### src/rtl/dal_sched.sv
// BDAL datapath owner arbiter: grants the transceivers to the register slave, the vector
// responder or the DMA master, with settle delay before drive and a turnaround cycle between owners.
module dal_sched #(
  parameter int unsigned SETTLE = 2
) (
  input  logic       clk20,
  input  logic       reset_L,
  input  logic       sINIT,
  input  logic       sRDIN,
  input  logic       sRDOUT,
  input  logic       slv_match,
  input  logic       vec_req,
  input  logic       dma_req,
  input  logic       dma_drive,
  input  logic       dma_DALst,
  input  logic       dma_DALbe,
  output logic       dma_gnt,
  output logic       slv_wr_stb,
  output logic [1:0] sel,
  output logic       DALtx,
  output logic       DALst,
  output logic       DALbe_L,
  output logic       TRPLY,
  output logic       busy
);

  typedef enum logic [2:0] {
    StIdle, StSlvSettle, StSlvDrive, StSlvWr, StVecSettle, StVecDrive, StDma, StRelease
  } state_e;

  localparam logic [3:0] SettleLast = 4'(SETTLE - 1);

  state_e     state_q, state_d;
  logic [3:0] cnt_q, cnt_d;
  logic [1:0] sel_q, sel_d;
  logic       daltx_q, daltx_d;
  logic       drive_q, drive_d;
  logic       trply_q, trply_d;
  logic       stb_q, stb_d;
  logic       gnt_q, gnt_d;
  logic       busy_q, busy_d;

  always_comb begin
    state_d = state_q;
    cnt_d   = cnt_q;
    if (sINIT) begin
      // Abort always passes through one dead cycle; idle (and the dead cycle) park in idle.
      state_d = (state_q == StIdle || state_q == StRelease) ? StIdle : StRelease;
      cnt_d   = 4'd0;
    end else begin
      unique case (state_q)
        StIdle: begin
          if (slv_match && sRDIN) begin
            state_d = StSlvSettle;
            cnt_d   = SettleLast;
          end else if (slv_match && sRDOUT) begin
            state_d = StSlvWr;
          end else if (vec_req) begin
            state_d = StVecSettle;
            cnt_d   = SettleLast;
          end else if (dma_req) begin
            state_d = StDma;
          end
        end
        StSlvSettle: begin
          if (cnt_q == 4'd0) state_d = StSlvDrive;
          else               cnt_d   = cnt_q - 4'd1;
        end
        StSlvDrive: if (!sRDIN || !slv_match) state_d = StRelease;
        StSlvWr:    if (!sRDOUT || !slv_match) state_d = StRelease;
        StVecSettle: begin
          if (cnt_q == 4'd0) state_d = StVecDrive;
          else               cnt_d   = cnt_q - 4'd1;
        end
        StVecDrive: if (!vec_req) state_d = StRelease;
        StDma:      if (!dma_req) state_d = StRelease;
        StRelease:  state_d = StIdle;
        default:    state_d = StIdle;
      endcase
    end
  end

  // Output registers are loaded from the next state so pins change on the transition edge.
  always_comb begin
    sel_d   = 2'd0;
    daltx_d = 1'b0;
    drive_d = 1'b0;
    trply_d = 1'b0;
    stb_d   = 1'b0;
    gnt_d   = 1'b0;
    busy_d  = (state_d != StIdle);
    unique case (state_d)
      StSlvSettle: begin
        sel_d   = 2'd1;
        daltx_d = 1'b1;
      end
      StSlvDrive: begin
        sel_d   = 2'd1;
        daltx_d = 1'b1;
        drive_d = 1'b1;
        trply_d = 1'b1;
      end
      StSlvWr: begin
        trply_d = 1'b1;
        stb_d   = (state_q == StIdle);
      end
      StVecSettle: begin
        sel_d   = 2'd2;
        daltx_d = 1'b1;
      end
      StVecDrive: begin
        sel_d   = 2'd2;
        daltx_d = 1'b1;
        drive_d = 1'b1;
        trply_d = 1'b1;
      end
      StDma: begin
        sel_d = 2'd3;
        gnt_d = 1'b1;
      end
      default: ;
    endcase
  end

  always_ff @(posedge clk20 or negedge reset_L) begin
    if (!reset_L) begin
      state_q <= StIdle;
      cnt_q   <= 4'd0;
      sel_q   <= 2'd0;
      daltx_q <= 1'b0;
      drive_q <= 1'b0;
      trply_q <= 1'b0;
      stb_q   <= 1'b0;
      gnt_q   <= 1'b0;
      busy_q  <= 1'b0;
    end else begin
      state_q <= state_d;
      cnt_q   <= cnt_d;
      sel_q   <= sel_d;
      daltx_q <= daltx_d;
      drive_q <= drive_d;
      trply_q <= trply_d;
      stb_q   <= stb_d;
      gnt_q   <= gnt_d;
      busy_q  <= busy_d;
    end
  end

  // DMA master controls the transceiver pins directly, but only behind the registered grant.
  assign DALtx      = gnt_q ? dma_drive  : daltx_q;
  assign DALst      = gnt_q ? dma_DALst  : drive_q;
  assign DALbe_L    = gnt_q ? ~dma_DALbe : ~drive_q;
  assign TRPLY      = trply_q;
  assign sel        = sel_q;
  assign slv_wr_stb = stb_q;
  assign dma_gnt    = gnt_q;
  assign busy       = busy_q;

endmodule
### config.mk
export PLATFORM = sky130hd
export DESIGN_NAME = dal_sched
export DESIGN_NICKNAME = d
export VERILOG_FILES = /design/src/rtl/dal_sched.sv
export SDC_FILE = /design/constraint.sdc
export NUM_CORES = 1
export LEC_CHECK = 0
export CAP_MARGIN = 20
export CORE_ASPECT_RATIO = 0.75
export CORE_MARGIN = 1.5
export CORE_UTILIZATION = 40
export DETAILED_ROUTE_END_ITERATION = 10
export GPL_TIMING_DRIVEN = 0
export HOLD_SLACK_MARGIN = 0.06
export PLACE_DENSITY_LB_ADDON = 0.15
export SLEW_MARGIN = 20
export SYNTH_ARGS = -nofsm -noshare
export SYNTH_HDL_FRONTEND = slang
export SYNTH_SLANG_ARGS = --single-unit
### constraint.sdc
create_clock -name clk20 -period 5 [get_ports clk20]
set_input_delay 0.5 -clock clk20 [delete_from_list [all_inputs] [get_ports clk20]]
set_output_delay 0.5 -clock clk20 [all_outputs]
set_load 0.01 [all_outputs]
==> metrics.txt <==
# TYPE chip_impl_metric gauge
chip_impl_metric{name="initial_core_util",unit="%"} 43.2
chip_impl_metric{name="port-buffer-count",unit=""} 18
chip_impl_metric{name="share_of_post_route_cells_with_drive_strength_above_1",unit="%"} 16.4
chip_impl_metric{name="synth_seq_cells",unit=""} 15
chip_impl_metric{name="synthesized_instance_count",unit=""} 88
chip_impl_metric{name="timing.final.crit_share",unit="%"} 42.7
chip_impl_metric{name="drv.max_cap_violation_count",unit=""} 0
chip_impl_metric{name="critical_path_required",unit="ns"} 4.50
chip_impl_metric{name="floorplan.die.width",unit="um"} 57.3
chip_impl_metric{name="layout_min_cycle_time",unit="ns"} 2.13
chip_impl_metric{name="netSwitchingFraction",unit="%"} 40.6
chip_impl_info{name="outcome",value="complete, no violations"} 1
chip_impl_metric{name="ctsResizeCount",unit=""} 0
chip_impl_info{name="synth_top_flop_cell",value="dfrtp_1"} 1
chip_impl_info{name="crit_path_top_delay_cell",value="clkdlybuf4s50_1"} 1
chip_impl_info{name="crit_path_start_kind",value="input port"} 1
chip_impl_metric{name="p_comb_share",unit="%"} 57.9
chip_impl_metric{name="routed_via_count",unit=""} 739
chip_impl_metric{name="max_freq",unit="GHz"} 0.469
chip_impl_metric{name="diodes",unit=""} 0
chip_impl_metric{name="placedInstanceArea",unit="mm^2"} 0.00109
chip_impl_info{name="ys_top_cells_by_area",value="dfrtp_1, mux2i_1, ha_1"} 1
chip_impl_metric{name="final_nets",unit=""} 124
chip_impl_metric{name="relative_contribution_of_the_clock_network_to_total_power",unit="%"} 11.2
chip_impl_metric{name="synthesis.area",unit="um^2"} 885
chip_impl_metric{name="overall_die_area",unit="mm^2"} 0.00251
chip_impl_metric{name="timing_hold_violations_final",unit=""} 0
chip_impl_metric{name="synth.net_count",unit=""} 101
chip_impl_metric{name="synth_enable_flop_cells",unit=""} 0
chip_impl_metric{name="post-route-cell-area",unit="mm^2"} 0.00112
chip_impl_info{name="hold_path_class",value="flop to flop"} 1
chip_impl_info{name="path_cells",value="clkdlybuf4s50_1 -> mux2_2 -> clkdlybuf4s50_1"} 1
chip_impl_metric{name="avgRoutedWirePerCell",unit="um"} 13.8
chip_impl_info{name="critical-path-top-cell-by-count",value="clkdlybuf4s50_1"} 1
chip_impl_info{name="critical_path.endpoint_type",value="output port"} 1
chip_impl_metric{name="top_fanout_value_on_the_critical_path",unit=""} 1
chip_impl_metric{name="yosysUniqueCellTypes",unit=""} 40
chip_impl_metric{name="drt_pre_antenna_iters",unit=""} 4
chip_impl_metric{name="worst_pin_slew",unit="ns"} 0.647
chip_impl_metric{name="num_io_pins",unit=""} 20
chip_impl_metric{name="worst_ir_drop_vdd",unit="mV"} 0.328
chip_impl_metric{name="first_global_vias",unit=""} 687
chip_impl_metric{name="hpwl",unit="um"} 1400
chip_impl_metric{name="drt_iter0_drc",unit=""} 17
chip_impl_metric{name="syn_avg_cell_area",unit="um^2"} 10.1
chip_impl_metric{name="postSynth.asyncResetShare",unit="%"} 100
chip_impl_metric{name="htree_levels",unit=""} 1
chip_impl_metric{name="clock_latency",unit="ns"} 0.28
chip_impl_metric{name="routed_wirelength",unit="um"} 1850
chip_impl_metric{name="number_of_hold_buffers_added_after_cts",unit=""} 0
chip_impl_metric{name="drc",unit=""} 0
chip_impl_metric{name="std_cell_rows",unit=""} 14
chip_impl_metric{name="gpl_congestion",unit=""} 0.809
chip_impl_metric{name="power",unit="uW"} 629
chip_impl_metric{name="clock_skew",unit="ns"} 0.00683
chip_impl_info{name="cts.root.buffer_cell",value="clkbuf_4"} 1
chip_impl_metric{name="drt-vias-per-instance",unit=""} 5.51
chip_impl_metric{name="cts_buffers",unit=""} 3
chip_impl_metric{name="groute.usage.overall",unit="%"} 15.9
chip_impl_info{name="most-common-layout-cells",value="clkdlybuf4s50_1, dfrtp_1, nor2_1"} 1
chip_impl_info{name="synthDominantAreaCellType",value="dfrtp_1"} 1
chip_impl_metric{name="yosys.area.top_type_share",unit="%"} 42.4
chip_impl_metric{name="post-cts-setup-buffers",unit=""} 0
chip_impl_metric{name="grt_first_pass_wirelength",unit="um"} 3010
chip_impl_metric{name="timing.critical_path.slowest_cell_delay",unit="ns"} 0.48
chip_impl_info{name="unrepaired_setup_endpoints_after_global_routing",value="no"} 1
chip_impl_metric{name="number_of_nets_with_antenna_violations_after_routing",unit=""} 0
chip_impl_metric{name="fin_setup_tns",unit="ns"} 0
chip_impl_metric{name="grt-ovfl-total",unit=""} 0
chip_impl_metric{name="grt_antenna_before_repair",unit=""} 0
chip_impl_metric{name="grt_max_degree",unit=""} 16
chip_impl_metric{name="relSlewSlack",unit="%"} 56.7
chip_impl_metric{name="portion_of_total_power_attributed_to_sequential_cells",unit="%"} 30.9
chip_impl_metric{name="synth-seq-area-share",unit="%"} 42.4
chip_impl_info{name="critical_path_class",value="input port to output port"} 1
chip_impl_metric{name="synthToLayoutAreaGrowth",unit="%"} 27.2
chip_impl_metric{name="die_h",unit="um"} 43.7
chip_impl_metric{name="fin_hold_ws",unit="ns"} 0.585
chip_impl_metric{name="worst-endpoint-arrival",unit="ns"} 1.63
chip_impl_info{name="cts_tree",value="done"} 1
chip_impl_metric{name="cellLeakagePower",unit="uW"} 0.000451
chip_impl_metric{name="cts-root-to-sink-buffers",unit=""} 2
chip_impl_metric{name="cts.sink_count",unit=""} 15
chip_impl_metric{name="timing_max_transition_violations_final",unit=""} 0
chip_impl_info{name="layout.cells.most_common",value="clkdlybuf4s50_1"} 1
chip_impl_metric{name="power_per_cell_area",unit="mW/mm^2"} 559
chip_impl_metric{name="clkSlewWorstSetupHoldPaths",unit="ns"} 0.10
chip_impl_metric{name="internal_power",unit="uW"} 374
chip_impl_metric{name="core_area",unit="mm^2"} 0.00205
chip_impl_metric{name="switchingPower",unit="uW"} 256
chip_impl_metric{name="setup_violations",unit=""} 0
chip_impl_metric{name="synth-warning-count",unit=""} 0
layer usage:
layer	global-route usage [%]	vias to the layer above	wire [um]
li1	-	370	-
met3	5.97	2	74
met2	23.0	10	759
met5	0	-	0
met1	23.2	357	1000
met4	2.79	0	13
state kept, by name (all words and copies together), names as in the netlist:
name        count
TRPLY           1
state_q         3
daltx_q         1
cnt_q           4
busy            1
drive_q         1
slv_wr_stb      1
dma_gnt         1
sel             2
power groups by stage:
stage	registers, uW	logic, uW	clock network (uW)
floorplan	198	240	0
global placement	194	361	0
detailed placement	198	360	0
CTS	195	364	72.8
global route	200	400	77.9
finish	195	364	70.5
cell usage after synthesis, types with 2 or more instances:
cell type / number
buf_2: 2
nor2_1: 6
mux2i_1: 3
a211oi_1: 2
o311ai_1: 2
o21ai_1: 3
ha_1: 2
nor3_1: 3
mux2_2: 2
nand2_1: 4
o211ai_1: 2
or2_1: 3
nand2b_1: 4
a21o_1: 2
a21oi_1: 2
o21ai_0: 3
nand3_1: 4
inv_1: 3
dfrtp_1: 15
metrics by stage:
stage               utilization, %  worst slack, ns  cells
finish                        54.9             2.87    134
CTS                           54.9             2.85    134
floorplan                        -             3.19     88
global route                  54.9             2.74    134
detailed placement            53.4             2.60    130
global placement              53.4             2.59    130
kinds of logic after synthesis:
family / after synthesis / share of synthesized area (%)
flops: 15 / 42.4
mux: 5 / 5.94
buf+inv: 7 / 3.68
compound gates: 24 / 21.1
simple gates: 34 / 23.1
xor+xnor: 1 / 0.990
fa+ha+maj: 2 / 2.83
worst paths after layout:
check                           slack [ns]  depth (start not counted)  startpoint         end
worst max-delay path                  2.87                          3   dma_DALst       DALst
worst min-delay path                  0.58                          2    cnt_q[1]    cnt_q[1]
min in group asynchronous             0.61                          1     reset_L     drive_q
worst max register to register        2.97                          7    cnt_q[1]      sel[1]
max in group asynchronous             3.98                          1     reset_L  state_q[1]
worst min register to register        0.58                          2    cnt_q[1]    cnt_q[1]
worst max-delay path, delay by kind of cell:
kind                   cells  cell delay [ns]
muxes                      1             0.26
buffers and inverters      2             0.88
cell type report:
type / count / area (um^2)
Timing Repair Buffer: 18 / 180
Clock inverter: 1 / 7.51
Multi-Input combinational cell: 66 / 477
Inverter: 3 / 11.3
Sequential cell: 15 / 375
Clock buffer: 3 / 22.5
Tap cell: 24 / 30.0
Fill cell: 195 / 925
Buffer: 4 / 21.3
Note: power is estimated with default switching activity, not from simulation.
==> RTL edit: new RTL, same settings <==
The 8 states of `state_e` get a one-hot encoding in 8 bits.
--- a/src/rtl/dal_sched.sv
+++ b/src/rtl/dal_sched.sv
@@ -26,4 +26,4 @@
 
-  typedef enum logic [2:0] {
-    StIdle, StSlvSettle, StSlvDrive, StSlvWr, StVecSettle, StVecDrive, StDma, StRelease
+  typedef enum logic [7:0] {
+    StIdle = 8'b00000001, StSlvSettle = 8'b00000010, StSlvDrive = 8'b00000100, StSlvWr = 8'b00001000, StVecSettle = 8'b00010000, StVecDrive = 8'b00100000, StDma = 8'b01000000, StRelease = 8'b10000000
   } state_e;
Formal check against the unedited RTL: same outputs for any inputs over 10 cycles, from zero or initial values and one cycle with reset_L low; not proved beyond that.
==> RTL edit against the unedited design <==
Routed wire length increased by 57%. Power is 1.5% lower. Sequential share of layout area shrank 0.26 points. Sequential cell count up 5. Count of clock-buffer cells in the layout unchanged. Final cell count rose by 40%. Synthesized area grew 36%. Worst setup slack better by 4.7 ps. Final area is 35% higher. Combinational power shrank 32%.
==> RTL edit: results (changes against the unedited design) <==
| Metric | Value |
|---|---|
| Worst Skew | 3.08 ps (was 6.83 ps) |
| Routed WL per cell | 15.5 um (was 13.8 um) |
| Pre-CTS setup slack | 2840 ps (was 2600 ps) |
| XOR/XNOR Fraction of Synth Area | 2.18% (was 0.990%) |
| Worst rel slew slack | 40.7% (was 56.7%) |
| Total GRT Usage | 19.6% (was 15.9%) |
| Clock latency on the worst-skew pair | 260 ps (was 280 ps) |
| Switching power | 216 uW (was 256 uW) |
| IO Port Bufs | 19 (was 18) |
| Seq pwr | 210 uW (was 195 uW) |
| Final nets | 163 (was 124) |
| Syn_nets | 139 (was 101) |
| Routed vias | 1076 (was 739) |
| Layout cells sized above 1 | 12.8% (was 16.4%) |
| Fill count | 271 (was 195) |
| Via density | 5.75 (was 5.51) |
| Int Pwr | 403 uW (was 374 uW) |
| R2r worst-path depth | 5 (was 7) |
| Adder-cell share of the synthesized area | 2.07% (was 2.83%) |
| Largest net degree at the start of global routing | 21 (was 16) |
| Max reg flops | 8 (was 4) |
| Vias in the first global route | 1045 (was 687) |
| Syn avg cell area | 9.57 um^2 (was 10.1 um^2) |
| Root buffer cell | clkbuf_8 (was clkbuf_4) |
| Dpl hpwl | 2.19 mm (was 1.40 mm) |
| DP Cell Count | 183 (was 130) |
| Synth area leaders | dfrtp_1 39%, nor2_1 6.5%, nor4_2 3.1%, nand3_1 2.9%, dfstp_2 2.2% (was dfrtp_1 42%, mux2i_1 3.4%, ha_1 2.8%, nand2b_1 2.8%, mux2_2 2.5%) |
| Post-synth top cells | 21 x nor2_1, 19 x dfrtp_1, 7 x nand3_1 (was 15 x dfrtp_1, 6 x nor2_1, 4 x nand2_1, 4 x nand2b_1, 4 x nand3_1) |
| Worst-path clk slew | 80 ps (was 100 ps) |
| Status | finished, final reports clean (unchanged) |
| Part of the power in the clock network | 26.4% (was 11.2%) |
| Yosys cell types | 47 (was 40) |
| Worst vdd ir | 0.000174 V (was 0.000328 V) |
| Complex-gate fraction of the synthesized area | 19.7% (was 21.1%) |
| Largest Register | state_q (was cnt_q) |
-- RTL edit: changes by cell type after synthesis, sizes merged, moves of 3 or more --
| cell | delta |
|---|---|
| a31oi | +4 |
| dfrtp | +4 |
| nand3 | +3 |
| nand4 | +3 |
| nor2 | +16 |
| nor2b | +3 |
| nor4 | +3 |
| o21a | +3 |
| o22ai | +4 |
| or2 | -4 |
-- RTL edit: path summary, 6_finish.rpt --
check,from,slack (ps),to
min in group asynchronous,reset_L,740,state_q[7]$_DFF_PN0_
max,dma_DALst,2870,DALst
min reg2reg,cnt_q[1]$_DFFE_PN0P_,570,cnt_q[1]$_DFFE_PN0P_
min,cnt_q[1]$_DFFE_PN0P_,570,cnt_q[1]$_DFFE_PN0P_
max reg2reg,state_q[2]$_DFF_PN0_,2950,sel[0]$_DFF_PN0_
max in group asynchronous,reset_L,3720,state_q[5]$_DFF_PN0_
-- RTL edit: cell type report --
type | count | area [um^2] | area share (%)
Clock buffer | 3 | 41.3 | 2.73
Tap cell | 38 | 47.5 | 3.14
Timing Repair Buffer | 19 | 190 | 12.6
Multi-Input combinational cell | 99 | 669 | 44.2
Buffer | 3 | 20.0 | 1.32
Inverter | 4 | 15.0 | 0.991
Sequential cell | 20 | 502 | 33.1
Clock inverter | 1 | 30.0 | 1.98
-- RTL edit: routing by layer --
layer | global-route usage, % | vias to the layer above | share of wire [%] | routed length (um)
li1 | - | 519 | - | -
met1 | 29.2 | 520 | 50 | 1450
met2 | 29.7 | 37 | 44 | 1280
met3 | 4.93 | 0 | 6.2 | 179
met4 | 2.04 | 0 | 0 | 0
met5 | 0 | - | 0 | 0
-- RTL edit: worst max-delay path: stages --
cell and delay, ps:
clkdlybuf4s50_1 400, mux2_2 260, clkdlybuf4s50_1 480
